`src/rtl/cmd_uart_wrapper.sv`:
```
// -----------------------------------------------------------------------------
// cmd_uart_wrapper
//
// Purpose:
//   Byte-to-command bridge between a UART transceiver and the command
//   processor. Two received bytes (high first) are assembled into one 16-bit
//   command, handed over with a cmd_rdy / clr_cmd_rdy handshake. Single-byte
//   responses from the command processor are forwarded to the UART
//   transmitter.
//
// Optional feature (compile-time macro):
//   CMD_TIMEOUT_EN  - when defined, a partially received command (high byte
//                     only) is discarded after TIMEOUT_CYCLES clocks without
//                     the low byte, and timeout_err pulses. When undefined the
//                     receiver waits indefinitely and timeout_err is tied 0.
//
// Handshakes:
//   rx_rdy/clr_rx_rdy : rx_rdy is a level held by the receiver; clr_rx_rdy
//                       mirrors it combinationally, so every byte is consumed
//                       in the single cycle it is presented.
//   cmd_rdy/clr_cmd_rdy: cmd_rdy is set when a command completes and cleared
//                       by clr_cmd_rdy; a simultaneous completion wins.
//   send_resp/trmt/tx_done: a request is accepted only while not busy; trmt
//                       pulses one cycle later; tx_done ends the transfer and
//                       produces a one-cycle resp_sent.
//
// Ports:
//   clk          in   system clock, rising edge
//   RST          in   asynchronous active-high reset
//   rx_data[7:0] in   received byte, valid while rx_rdy=1
//   rx_rdy       in   received byte available (level)
//   clr_rx_rdy   out  combinational acknowledge of rx_data
//   cmd[15:0]    out  assembled command {high_byte, low_byte}
//   cmd_rdy      out  new command held on cmd
//   clr_cmd_rdy  in   consumer acknowledge of cmd
//   resp[7:0]    in   response byte to transmit
//   send_resp    in   one-cycle transmit request
//   tx_data[7:0] out  byte presented to the UART transmitter
//   trmt         out  one-cycle transmit start
//   tx_done      in   transmitter finished the byte
//   resp_busy    out  response in flight
//   resp_sent    out  one-cycle pulse, response has left the transmitter
//   timeout_err  out  one-cycle pulse, partial command discarded
// -----------------------------------------------------------------------------
module cmd_uart_wrapper #(
    parameter int TIMEOUT_CYCLES = 1000000
) (
    input  logic        clk,
    input  logic        RST,
    input  logic [7:0]  rx_data,
    input  logic        rx_rdy,
    output logic        clr_rx_rdy,
    output logic [15:0] cmd,
    output logic        cmd_rdy,
    input  logic        clr_cmd_rdy,
    input  logic [7:0]  resp,
    input  logic        send_resp,
    output logic [7:0]  tx_data,
    output logic        trmt,
    input  logic        tx_done,
    output logic        resp_busy,
    output logic        resp_sent,
    output logic        timeout_err
);

    typedef enum logic {
        S_HIGH = 1'b0,
        S_LOW  = 1'b1
    } rx_state_t;

    rx_state_t   r_state;
    logic [7:0]  r_high;
    logic [15:0] r_cmd;
    logic        r_cmd_rdy;
    logic        w_cmd_done;

    logic [7:0]  r_tx_data;
    logic        r_trmt;
    logic        r_busy;
    logic        r_sent;

    // A byte is consumed in the same cycle it is presented.
    assign clr_rx_rdy = rx_rdy & ~RST;

    // Low byte arriving completes the command; this also takes priority over
    // an expiring timeout in the same cycle.
    assign w_cmd_done = (r_state == S_LOW) && rx_rdy;

`ifdef CMD_TIMEOUT_EN
    localparam int CNT_W = (TIMEOUT_CYCLES > 2) ? $clog2(TIMEOUT_CYCLES) : 1;
    localparam logic [CNT_W-1:0] CNT_MAX = CNT_W'(TIMEOUT_CYCLES - 1);

    logic [CNT_W-1:0] r_cnt;
    logic             r_timeout_err;

    always_ff @(posedge clk or posedge RST) begin
        if (RST) begin
            r_state       <= S_HIGH;
            r_high        <= 8'h00;
            r_cmd         <= 16'h0000;
            r_cmd_rdy     <= 1'b0;
            r_cnt         <= '0;
            r_timeout_err <= 1'b0;
        end else begin
            r_timeout_err <= 1'b0;
            case (r_state)
                S_HIGH: begin
                    if (rx_rdy) begin
                        r_high  <= rx_data;
                        r_cnt   <= '0;
                        r_state <= S_LOW;
                    end
                end
                S_LOW: begin
                    if (rx_rdy) begin
                        r_cmd   <= {r_high, rx_data};
                        r_state <= S_HIGH;
                    end else if (r_cnt == CNT_MAX) begin
                        // Second byte never came: drop the partial command.
                        r_high        <= 8'h00;
                        r_timeout_err <= 1'b1;
                        r_state       <= S_HIGH;
                    end else begin
                        r_cnt <= r_cnt + 1'b1;
                    end
                end
                default: r_state <= S_HIGH;
            endcase

            if (w_cmd_done) begin
                r_cmd_rdy <= 1'b1;
            end else if (clr_cmd_rdy) begin
                r_cmd_rdy <= 1'b0;
            end
        end
    end

    assign timeout_err = r_timeout_err;
`else
    // Timeout length only matters when the timeout is compiled in.
    logic w_unused_cfg;
    assign w_unused_cfg = (TIMEOUT_CYCLES > 1);

    always_ff @(posedge clk or posedge RST) begin
        if (RST) begin
            r_state   <= S_HIGH;
            r_high    <= 8'h00;
            r_cmd     <= 16'h0000;
            r_cmd_rdy <= 1'b0;
        end else begin
            case (r_state)
                S_HIGH: begin
                    if (rx_rdy) begin
                        r_high  <= rx_data;
                        r_state <= S_LOW;
                    end
                end
                S_LOW: begin
                    if (rx_rdy) begin
                        r_cmd   <= {r_high, rx_data};
                        r_state <= S_HIGH;
                    end
                end
                default: r_state <= S_HIGH;
            endcase

            if (w_cmd_done) begin
                r_cmd_rdy <= 1'b1;
            end else if (clr_cmd_rdy) begin
                r_cmd_rdy <= 1'b0;
            end
        end
    end

    assign timeout_err = 1'b0;
`endif

    assign cmd     = r_cmd;
    assign cmd_rdy = r_cmd_rdy;

    // Transmit path: independent of the receive FSM.
    always_ff @(posedge clk or posedge RST) begin
        if (RST) begin
            r_tx_data <= 8'h00;
            r_trmt    <= 1'b0;
            r_busy    <= 1'b0;
            r_sent    <= 1'b0;
        end else begin
            r_trmt <= 1'b0;
            r_sent <= 1'b0;
            if (!r_busy) begin
                if (send_resp) begin
                    r_tx_data <= resp;
                    r_trmt    <= 1'b1;
                    r_busy    <= 1'b1;
                end
            end else if (tx_done) begin
                r_sent <= 1'b1;
                r_busy <= 1'b0;
            end
        end
    end

    assign tx_data   = r_tx_data;
    assign trmt      = r_trmt;
    assign resp_busy = r_busy;
    assign resp_sent = r_sent;

endmodule

```
`config.mk`:
```
export PLATFORM = sky130hd
export DESIGN_NAME = cmd_uart_wrapper
export DESIGN_NICKNAME = d
export VERILOG_FILES = /design/src/rtl/cmd_uart_wrapper.sv
export SDC_FILE = /design/constraint.sdc
export NUM_CORES = 1
export LEC_CHECK = 0
export ABC_CLOCK_PERIOD_IN_PS = 1200
export CAP_MARGIN = 10
export CORE_ASPECT_RATIO = 1.25
export CORE_MARGIN = 4
export CORE_UTILIZATION = 40
export DETAILED_ROUTE_END_ITERATION = 8
export HOLD_SLACK_MARGIN = 0.12
export PLACE_DENSITY = 0.79
export SYNTH_ARGS = -nofsm -noshare
export SYNTH_HDL_FRONTEND = slang
export SYNTH_SLANG_ARGS = --single-unit
```
`constraint.sdc`:
```
create_clock -name clk -period 1.2 [get_ports clk]
set_input_delay 0.24 -clock clk [delete_from_list [all_inputs] [get_ports clk]]
set_output_delay 0.24 -clock clk [all_outputs]
set_load 0.02 [all_outputs]
```
==> metrics.md <==
| Metric | Value |
|---|---|
| CP peak stage delay | `390 ps` |
| Final Skew | `approximately 2.7 ps` |
| Pwr/cell area | `2400 mW/mm2` |
| Final wirelength | `3120 um` |
| Detailed placement HPWL | `between 2000 and 2500 um` |
| CP Class | `reg2reg` |
| Reg area | `926 um2` |
| Post-Syn Area | `0.00148 mm2` |
| Syn_nets | `111` |
| Area growth from synthesis to layout | `50.5%` |
| Starting density of the core | `41.8%` |
| Routed vias/inst | `4.85` |
| Mean Syn Cell Area | `17.0 um2` |
| RSZ-0062 raised after global routing | `yes` |
| Final Cell Area | `between 0.002 and 0.0025 mm2` |
| Num CTS Buffers | `5` |
| Seq cells post-synth | `37` |
| Synth top area share | `62.4%` |
| Non-filler cells, final | `between 150 and 200` |
| Port-buffer cells | `50` |
| Yosys warnings | `0` |
| Pre-CTS setup slack | `-493 ps` |
| Seq/Total Area, Yosys | `62.4%` |
| PnR Total Power | `0.00537 W` |
| Final-layout fill cell count | `269` |
| Hold Crit Depth | `4` |
| Clk buf depth | `2` |
| Post-detailed-route count of antenna-violating nets | `0` |
| Final Critical Period | `1200 ps` |
| Final Slew Violations | `0` |
| Failing checks | `negative setup slack` |
| TritonCTS clock tree | `done` |
| Ratio of cells with drive above 1 in the final layout | `between 50% and 60%` |
| Net switching power | `0.00177 W` |
| GPL Wtd Cong | `roughly 0.66` |
| Hold Path Origin | `rx_rdy` |
| Lkg Pwr | `1.07 nW` |
| Final setup fails | `2` |
| CTS clk-pin slew, worst paths | `70 ps` |
| Number of max-cap violations | `0` |
| Most common cell in the netlist | `dfrtp_1` |
| CTS H-tree depth | `2` |
| Largest net degree at the start of global routing | `38` |
| Internal power | `0.00360 W` |
| Final period utilization | `100%` |
| PnR worst setup slack | `-1.32 ps` |
| Clk root buf | `clkbuf_8` |
| Fin nets | `approximately 170` |
| Worst reg2reg setup slack | `-1 ps` |
| CP top delay family | `flip-flops` |
| Buf/Inv on CP | `2` |
| VDD IR max | `slightly above 1 mV` |
| Clock share of power | `about 15%` |
| Vias in the first global route | `1066` |
| Worst-path cell chain | `buf_6, nor2b_4, buf_12, mux2_4` |
| # rows | `24` |
| Biggest area consumer among synthesized cells | `dfrtp_1` |
| Critical path depth | `4` |
| Detailed Route Iter0 Violations | `44` |
| Fmax | `832 MHz` |
| Worst EP arrival | `1370 ps` |
| I/O pin count | `52` |
| Crit path launch type | `flip-flop` |
| DRC violations left | `0` |
| Async S/R FF share, synth | `100%` |
| Pre-antenna DRT Iters | `2` |
| Worst r2r path cells | `4` |
| All-Layer GR Usage | `14.0%` |
| Worst-path fanout max | `9` |
| Synth cell count leaders | `37 x dfrtp_1, 17 x mux2_4, 15 x mux2_2` |
| Die H | `76.1 um` |
| Chip width | `62.5 um` |
| EDFF count, synth | `0` |
| Worst R2R End | `tx_data[6]` |
| Vias | `916` |
| Antenna Cells | `0` |
| CP required | `1370 ps` |
| Main synth FF type | `dfrtp_1` |
| Placed cells | `about 180` |
| Synth unique cells | `14` |
| Global route overflow | `0` |
| Combinational share of power | `a little under half` |
| Clock Latency Late Sink | `280 ps` |
| Total core area | `0.00354 mm2` |
| Die area | `0.00475 mm2` |
| Switching part of the total | `32.9%` |
| Final Hold Fails | `0` |
| End of the worst hold path | `r_state` |
| Synth top area cells | `dfrtp_1 62%, mux2_4 17%, mux2_2 11%` |
| Dpl cell area | `0.00210 mm2` |
| Initial antenna violation count | `0` |
| WL/cell | `16.5 um` |
| Global-route wire length before repair | `roughly 5000 um` |
| CP Capture Type | `flip-flop` |
| Worst-path cell with the longest stage delay | `dfrtp_1` |
| Syn Inst Count | `87` |
| Worst hold path class | `in2reg` |
| Clock Sinks | `37` |
| Worst r2r src | `resp_busy` |
| Status | `complete, but fails checks` |
| Multi-input gate area | `~570 um2` |
| Sequential share of power | `39.1%` |
[worst reg2reg max path, cell delays in order, from the launching register on]
cell and delay (ps):
dfrtp_1 390, buf_6 130, nor2b_4 120, buf_12 140
mux2_4 300
[kinds of logic (layout without fill, tap and decap cells)]
| group | count (synthesis) | count (layout) | share of synthesized area [%] |
|---|---|---|---|
| muxes | 32 | 32 | 28.6 |
| AOI/OAI and AO/OA | 1 | 1 | 0.507 |
| DFF | 37 | 37 | 62.4 |
| other | 1 | 1 | 0.253 |
| buffers and inverters | 9 | 72 | 4.13 |
| adders and majority gates | 2 | 2 | 1.69 |
| and+or+nand+nor | 5 | 5 | 2.36 |
[per-layer routing]
layer	track usage, %	wire length [um]	vias to the layer above
li1	-	-	414
met5	0	0	-
met1	13.3	1100	458
met3	7.82	286	7
met4	5.96	56	0
met2	24.3	1680	37
[power by group through the flow]
| stage | registers [W] | clock network, W | logic (W) |
|---|---|---|---|
| floorplan | 0.00250 | 0 | 0.000897 |
| finish | 0.00210 | 0.000812 | 0.00246 |
| global placement | 0.00205 | 0 | 0.00237 |
| detailed placement | 0.00209 | 0 | 0.00243 |
| global route | 0.00217 | 0.000912 | 0.00259 |
| CTS | 0.00209 | 0.000847 | 0.00242 |
[cells in the final DEF (no fill, tap or decap)]
| master | instances |
|---|---|
| a21o_1 | 1 |
| and2_2 | 1 |
| buf_12 | 4 |
| buf_16 | 1 |
| buf_2 | 16 |
| buf_4 | 1 |
| buf_6 | 3 |
| buf_8 | 1 |
| clkbuf_1 | 3 |
| clkbuf_2 | 1 |
| clkbuf_8 | 5 |
| clkdlybuf4s15_1 | 1 |
| clkdlybuf4s15_2 | 10 |
| clkdlybuf4s50_1 | 19 |
| conb_1 | 1 |
| dfrtp_1 | 37 |
| dlygate4sd2_1 | 1 |
| dlygate4sd3_1 | 1 |
| dlymetal6s2s_1 | 1 |
| ha_4 | 2 |
| inv_1 | 3 |
| inv_2 | 1 |
| mux2_2 | 2 |
| mux2_4 | 30 |
| nor2_1 | 2 |
| nor2b_1 | 1 |
| nor2b_4 | 1 |
[sequential cells by signal, summed over array words and instances (netlist names)]
name / cells
resp_sent: 1
r_state: 1
cmd_rdy: 1
trmt: 1
r_high: 8
cmd: 16
resp_busy: 1
tx_data: 8
[through the flow]
| step | hold WS [ps] | util, % | TNS, ps |
|---|---|---|---|
| CTS | 341 | 63.7 | -196 |
| global placement | 458 | 59.2 | -12230 |
| finish | 488 | 63.0 | -1.93 |
| floorplan | 370 | - | -30.0 |
| detailed placement | 487 | 59.2 | -12990 |
| global route | 512 | 63.0 | -259 |
[how the worst max path moves through the flow]
stage | start | to | slack (ps)
final | resp_busy | tx_data[6] | -1
after detailed placement | rx_rdy | clr_rx_rdy | -490
after CTS | r_state | r_high[5] | -30
after global placement | rx_rdy | clr_rx_rdy | -480
after floorplan | r_state | cmd[0] | -3
after global routing | resp_busy | tx_data[6] | -30
[area by class of cell]
class | instances | share of cell area, %
multi-input combinational | 41 | 25.5
tap | 39 | 2.19
clock buffer | 8 | 3.59
timing repair buffer | 60 | 26.6
sequential | 37 | 41.5
inverter | 4 | 0.673
[repair_timing]
| action | in CTS | in global routing |
|---|---|---|
| gates cloned | 1 | 0 |
| setup endpoints to repair | 61 | 37 |
| endpoints found under the hold margin | 0 | 37 |
| hold buffers | 0 | 1 |
| setup buffers | 0 | 0 |
| resized for setup | 93 | 36 |
Power figures use the tool's default switching activity.
